===== src/rtl/multicycle_ctrl_fsm.sv =====
// Multicycle control unit: FETCH/DECODE/EXECUTE/MEMORY/WRITEBACK sequencing with
// memory handshakes, bus watchdog and traps. Optional counters under CTRL_PERF_CNT_EN.
module multicycle_ctrl_fsm #(
    parameter int unsigned OPW     = 5,
    parameter int unsigned ALUW    = 5,
    parameter int unsigned TIMEOUT = 15,
    parameter int unsigned CNTW    = 32
) (
    input  logic            clk,
    input  logic            reset,
    input  logic [OPW-1:0]  opcode,
    input  logic            zero_flag,
    input  logic            imem_ready,
    input  logic            dmem_ready,
    input  logic            trap_clear,
    output logic            imem_req,
    output logic            ir_write,
    output logic            pc_write,
    output logic            pc_source,
    output logic            mem_read,
    output logic            mem_write,
    output logic            reg_write,
    output logic            alu_src_b,
    output logic [1:0]      reg_dst,
    output logic [1:0]      mem_to_reg,
    output logic [ALUW-1:0] alu_control,
    output logic [2:0]      state,
    output logic            trap,
    output logic [1:0]      trap_cause,
`ifdef CTRL_PERF_CNT_EN
    output logic            retire,
    output logic [CNTW-1:0] cycle_cnt,
    output logic [CNTW-1:0] instret_cnt
`else
    output logic            retire
`endif
);

    localparam int unsigned WCW     = (TIMEOUT < 2) ? 1 : $clog2(TIMEOUT);
    localparam int unsigned TO_LAST = (TIMEOUT == 0) ? 0 : TIMEOUT - 1;

    if (OPW < 5 || ALUW < 5 || CNTW == 0) begin : g_bad_params
        $error("multicycle_ctrl_fsm: OPW and ALUW must be >= 5 and CNTW > 0");
    end

    typedef enum logic [2:0] {
        S_FETCH     = 3'd0,
        S_DECODE    = 3'd1,
        S_EXECUTE   = 3'd2,
        S_MEMORY    = 3'd3,
        S_WRITEBACK = 3'd4,
        S_TRAP      = 3'd5
    } state_t;

    typedef enum logic [2:0] {
        C_ILL, C_R, C_I, C_LW, C_SW, C_BEQ, C_BNE, C_JAL
    } cls_t;

    // Opcode class; any set bit above bit 4 makes the opcode illegal.
    function automatic cls_t classify(input logic [OPW-1:0] op);
        cls_t c;
        c = C_ILL;
        if ((op >> 5) == '0) begin
            case (op[4:0])
                5'b00001, 5'b00010, 5'b00100, 5'b00101, 5'b00110, 5'b00111,
                5'b01000, 5'b01010, 5'b01011, 5'b01100, 5'b10100: c = C_R;
                5'b00011, 5'b01001: c = C_I;
                5'b01101:           c = C_LW;
                5'b01110:           c = C_SW;
                5'b10000:           c = C_BEQ;
                5'b10001:           c = C_BNE;
                5'b10010:           c = C_JAL;
                default:            c = C_ILL;
            endcase
        end
        return c;
    endfunction

    state_t           r_state;
    logic [OPW-1:0]   r_opcode_q;
    logic             r_zero_q;
    logic [WCW-1:0]   r_wait_cnt;
    logic [1:0]       r_trap_cause;

    state_t           w_next_state;
    cls_t             w_cls_q;
    cls_t             w_cls_in;
    logic             w_waiting;
    logic             w_timeout;
    logic             w_illegal;
    logic [ALUW-1:0]  w_ex_alu;
    logic             w_ex_src_b;
    logic [1:0]       w_ex_reg_dst;

    assign w_cls_q    = classify(r_opcode_q);
    assign w_cls_in   = classify(opcode);
    assign state      = r_state;
    assign trap_cause = r_trap_cause;

    // ALU setup chosen in EXECUTE and held through MEMORY/WRITEBACK.
    always_comb begin
        w_ex_alu     = '0;
        w_ex_src_b   = 1'b0;
        w_ex_reg_dst = 2'b00;
        case (w_cls_q)
            C_R: begin
                w_ex_alu     = ALUW'(r_opcode_q[4:0]);
                w_ex_reg_dst = 2'b01;
            end
            C_I: begin
                w_ex_alu   = ALUW'(r_opcode_q[4:0]);
                w_ex_src_b = 1'b1;
            end
            C_LW, C_SW: begin
                w_ex_alu   = ALUW'(5'b00001);
                w_ex_src_b = 1'b1;
            end
            C_BEQ, C_BNE: w_ex_alu = ALUW'(5'b00010);
            default: ;
        endcase
    end

    // Next-state and control outputs.
    always_comb begin
        imem_req     = 1'b0;
        ir_write     = 1'b0;
        pc_write     = 1'b0;
        pc_source    = 1'b0;
        mem_read     = 1'b0;
        mem_write    = 1'b0;
        reg_write    = 1'b0;
        alu_src_b    = 1'b0;
        reg_dst      = 2'b00;
        mem_to_reg   = 2'b00;
        alu_control  = '0;
        trap         = 1'b0;
        retire       = 1'b0;
        w_next_state = r_state;
        w_waiting    = 1'b0;
        w_timeout    = 1'b0;
        w_illegal    = 1'b0;

        case (r_state)
            S_FETCH: begin
                imem_req = 1'b1;
                if (imem_ready) begin
                    ir_write     = 1'b1;
                    pc_write     = 1'b1;
                    w_next_state = S_DECODE;
                end else begin
                    w_waiting = 1'b1;
                    if (TIMEOUT != 0 && r_wait_cnt == WCW'(TO_LAST)) begin
                        w_timeout    = 1'b1;
                        w_next_state = S_TRAP;
                    end
                end
            end
            S_DECODE: begin
                if (w_cls_in == C_ILL) begin
                    w_illegal    = 1'b1;
                    w_next_state = S_TRAP;
                end else begin
                    w_next_state = S_EXECUTE;
                end
            end
            S_EXECUTE: begin
                alu_control = w_ex_alu;
                alu_src_b   = w_ex_src_b;
                reg_dst     = w_ex_reg_dst;
                case (w_cls_q)
                    C_LW, C_SW: w_next_state = S_MEMORY;
                    C_JAL: begin
                        pc_write     = 1'b1;
                        pc_source    = 1'b1;
                        reg_write    = 1'b1;
                        reg_dst      = 2'b10;
                        mem_to_reg   = 2'b10;
                        retire       = 1'b1;
                        w_next_state = S_FETCH;
                    end
                    default: w_next_state = S_WRITEBACK;
                endcase
            end
            S_MEMORY: begin
                alu_control = w_ex_alu;
                alu_src_b   = w_ex_src_b;
                mem_read    = (w_cls_q == C_LW);
                mem_write   = (w_cls_q == C_SW);
                if (dmem_ready) begin
                    w_next_state = S_WRITEBACK;
                end else begin
                    w_waiting = 1'b1;
                    if (TIMEOUT != 0 && r_wait_cnt == WCW'(TO_LAST)) begin
                        w_timeout    = 1'b1;
                        w_next_state = S_TRAP;
                    end
                end
            end
            S_WRITEBACK: begin
                alu_control  = w_ex_alu;
                alu_src_b    = w_ex_src_b;
                reg_dst      = w_ex_reg_dst;
                retire       = 1'b1;
                w_next_state = S_FETCH;
                case (w_cls_q)
                    C_R, C_I: reg_write = 1'b1;
                    C_LW: begin
                        reg_write  = 1'b1;
                        mem_to_reg = 2'b01;
                    end
                    C_BEQ: begin
                        pc_write  = r_zero_q;
                        pc_source = r_zero_q;
                    end
                    C_BNE: begin
                        pc_write  = ~r_zero_q;
                        pc_source = ~r_zero_q;
                    end
                    default: ;
                endcase
            end
            S_TRAP: begin
                trap = 1'b1;
                if (trap_clear) w_next_state = S_FETCH;
            end
            default: w_next_state = S_FETCH;
        endcase
    end

    always_ff @(posedge clk or posedge reset) begin
        if (reset) begin
            r_state      <= S_FETCH;
            r_opcode_q   <= '0;
            r_zero_q     <= 1'b0;
            r_wait_cnt   <= '0;
            r_trap_cause <= 2'b00;
        end else begin
            r_state <= w_next_state;
            if (r_state == S_DECODE)  r_opcode_q <= opcode;
            if (r_state == S_EXECUTE) r_zero_q   <= zero_flag;
            // Watchdog restarts on any state change or once the awaited ready shows up.
            if (w_next_state != r_state || !w_waiting || TIMEOUT == 0) begin
                r_wait_cnt <= '0;
            end else begin
                r_wait_cnt <= r_wait_cnt + WCW'(1);
            end
            if (w_illegal)      r_trap_cause <= 2'b01;
            else if (w_timeout) r_trap_cause <= 2'b10;
        end
    end

`ifdef CTRL_PERF_CNT_EN
    always_ff @(posedge clk or posedge reset) begin
        if (reset) begin
            cycle_cnt   <= '0;
            instret_cnt <= '0;
        end else begin
            if (r_state != S_TRAP) cycle_cnt   <= cycle_cnt + CNTW'(1);
            if (retire)            instret_cnt <= instret_cnt + CNTW'(1);
        end
    end
`endif

endmodule


===== config.mk =====
export PLATFORM = sky130hd
export DESIGN_NAME = multicycle_ctrl_fsm
export DESIGN_NICKNAME = d
export VERILOG_FILES = /design/src/rtl/multicycle_ctrl_fsm.sv
export SDC_FILE = /design/constraint.sdc
export NUM_CORES = 1
export LEC_CHECK = 0
export CORE_UTILIZATION = 33
export CTS_CLUSTER_DIAMETER = 30
export DETAILED_ROUTE_END_ITERATION = 8
export SLEW_MARGIN = 20
export SYNTH_ARGS = -nofsm -noshare
export SYNTH_HDL_FRONTEND = slang
export SYNTH_SLANG_ARGS = --single-unit

===== constraint.sdc =====
create_clock -name clk -period 2.7 [get_ports clk]
set_input_delay 0.81 -clock clk [delete_from_list [all_inputs] [get_ports clk]]
set_output_delay 0.81 -clock clk [all_outputs]
set_load 0.01 [all_outputs]

==> metrics.md <==
| Metric | Value |
|---|---|
| Run status | `finished with violations` |
| Failing checks | `negative setup slack` |
| Unrepaired setup endpoints after global routing | `yes` |
| WP data arrival | `between 2000 and 2500 ps` |
| Clk_skew | `between 6 and 7 ps` |
| HPWL Detailed | `approximately 2.6 mm` |
| Synth area leaders | `dfrtp_1 (29%), ha_1 (12%), nor2_1 (4.6%)` |
| Max Cap Viol | `0` |
| F_max | `0.3287 GHz` |
| Detailed Route Iter0 Violations | `32` |
| Area leader, netlist | `dfrtp_1` |
| CP endpoint kind | `primary output` |
| I/O Buffers | `34` |
| Vias after detailed routing | `between 1,000 and 1,500` |
| Largest net degree at the start of global routing | `16` |
| Period Utilization, post-route | `1.127` |
| Clk_lat worst skew | `between 200 and 300 ps` |
| Ys async rst share | `1.000` |
| Cts bufs inserted | `3` |
| Die Area | `about 4200 µm²` |
| Fill cells | `between 300 and 400` |
| Worst EP required | `between 1500 and 2000 ps` |
| Detailed Route WL | `roughly 3.5 mm` |
| Initial antenna violation count | `0` |
| Synthesis-stage register bit count | `15` |
| Post-synth top cells | `nor2_1 (16), dfrtp_1 (15), ha_1 (13)` |
| Share of Yosys cell area claimed by the top area cell type | `0.2876` |
| Total GRT Usage | `0.1821` |
| Clock sink count | `15` |
| Startpoint Class | `flip-flop` |
| First-pass GRT wire length | `6.058 mm` |
| Crit path kind | `reg2out` |
| Layout cells sized above 1 | `0.4093` |
| Worst Path Max Fanout | `4` |
| Chip width | `64.89 µm` |
| Max-slew violation count | `0` |
| Final TNS setup | `-4099 ps` |
| Hold path cells | `1` |
| GRT overflow | `0` |
| Register area share after synthesis | `0.2876` |
| Worst-margin pin slew | `about 570 ps` |
| Dpl ws | `-581.0 ps` |
| Worst Slack Setup Final | `-342.6 ps` |
| CTS clk-pin slew, worst paths | `approximately 70 ps` |
| Static Leakage | `about 0.001 µW` |
| Core ar. | `roughly 3700 µm²` |
| DR DRC count | `0` |
| IO Count | `35` |
| Worst rel slew slack | `0.6193` |
| CTS tree | `built` |
| Peak VDD IR | `464.0 µV` |
| ANT cells | `0` |
| CTS H-tree lvls | `1` |
| Hold Crit Class | `reg2reg` |
| Endpoints failing hold | `0` |
| Post-route ant nets | `0` |
| Die Ht | `between 60 and 70 µm` |
| Initial Util | `0.3512` |
| R2r worst-path depth | `8` |
| Ys flop type | `dfrtp_1` |
| Synth warn | `0` |
| Vias in the first global route | `approximately 1,300` |
| Clk buf depth | `2` |
| Syn nets | `between 150 and 200` |
| Count leader, synth | `nor2_1` |
| Row Count | `22` |
| Crit path time final | `3043 ps` |
| GP Congestion | `slightly above 0.8` |
| Mean routed wirelength per cell | `between 10 and 15 µm` |
| Via density | `roughly 5.0` |
| EDFF count, synth | `0` |
| CTS root buf | `clkbuf_8` |
| Power per Cell Area | `between 1000 and 1500 nW/µm²` |
| Pwr Total | `around 2200 µW` |
| Mapped Cells | `146` |
| Mapped Area | `1305 µm²` |
| Synth cell types | `53` |
| Mapped Avg Cell Area | `8.938 µm²` |
| Pre-antenna DRT Iters | `4` |
| Area Overhead vs Synth | `59.16%` |
| Post-layout net count | `between 200 and 250` |
| Hold Slack | `just under 500 ps` |
| Final setup viols | `16` |
[where the power goes]
group	total [µW]	leakage, µW	switching [µW]	internal [µW]
clock network	188	0.0000217	84.2	104
registers	433	0.000187	127	306
logic	1570	0.000787	731	841
[repair_timing]
item                                    4_1_cts  5_1_grt
buffers inserted                             10        0
hold endpoints to repair                      0        0
endpoints found under the setup margin       17       16
cloned                                        0        0
pin swaps                                    19        3
gates resized for setup                      95        4
hold buffers                                  0        0
[path summary, 6_finish.rpt]
check                               from              to  slack (ps)
setup / recovery           r_opcode_q[0]  alu_control[0]        -340
hold / removal             trap_cause[0]   trap_cause[0]         500
setup reg to reg           r_opcode_q[0]        state[1]         590
hold reg to reg            trap_cause[0]   trap_cause[0]         500
max in group asynchronous          reset   r_opcode_q[0]        1370
min in group asynchronous          reset   r_wait_cnt[2]         910
[sequential cells by signal, indices dropped and copies added (netlist names)]
signal	flops
r_opcode_q	5
r_wait_cnt	4
r_zero_q	1
state	3
trap_cause	2
[worst max-delay path, stage by stage, from the launching register on]
cell	delay, ps
dfrtp_2	440
buf_6	130
ha_4	140
mux2_4	270
a211o_4	360
a21oi_4	200
nand2_2	100
a31oi_1	190
buf_2	150
[through the flow]
step	cells	instance area (µm²)	utilization
floorplan	146	1305	-
finish	263	2077	0.5589
global placement	249	1873	0.5040
global route	263	2077	0.5589
CTS	263	2063	0.5552
detailed placement	249	1873	0.5040
[placed cells by master (no fill, tap or decap), drive strengths merged, types with 3 or more instances in the layout]
cell / instances
nand2: 13
nor2: 16
nor3: 5
dfrtp: 15
ha: 13
clkbuf: 3
nand3: 5
buf: 53
o211ai: 3
a21oi: 5
o21ai: 5
nor2b: 4
clkdlybuf4s50: 17
nor4b: 3
and3: 4
mux2: 5
inv: 11
[layer usage]
metal	global-route usage	up-vias	part of all wire	wire, µm
met5	0	-	0	0
met4	0.02222	0	0	0
met3	0.03345	0	0.034	119
met2	0.3359	24	0.54	1891
met1	0.2217	638	0.42	1484
li1	-	654	-	-
[logic make-up (layout without fill, tap and decap cells)]
kind of cell / Yosys count / count (layout) / synth area share
adder cells (fa/ha/maj): 13 / 13 / 0.1246
AO/OA/AOI/OAI: 24 / 24 / 0.1419
multiplexers: 6 / 6 / 0.05369
XOR/XNOR: 4 / 4 / 0.02685
buffers and inverters: 17 / 86 / 0.05848
flip-flops: 15 / 15 / 0.2876
AND/OR/NAND/NOR: 67 / 67 / 0.3068
[final cells by class]
class	count	area, µm²	share of cell area
Multi-Input combinational cell	114	967.2	0.4657
Timing Repair Buffer	71	580.6	0.2795
Sequential cell	15	376.6	0.1813
Tap cell	48	60.06	0.02892
Inverter	11	43.79	0.02108
Clock buffer	3	41.29	0.01988
Clock inverter	1	7.507	0.003614
No activity file was read; power rests on OpenSTA's default activity.
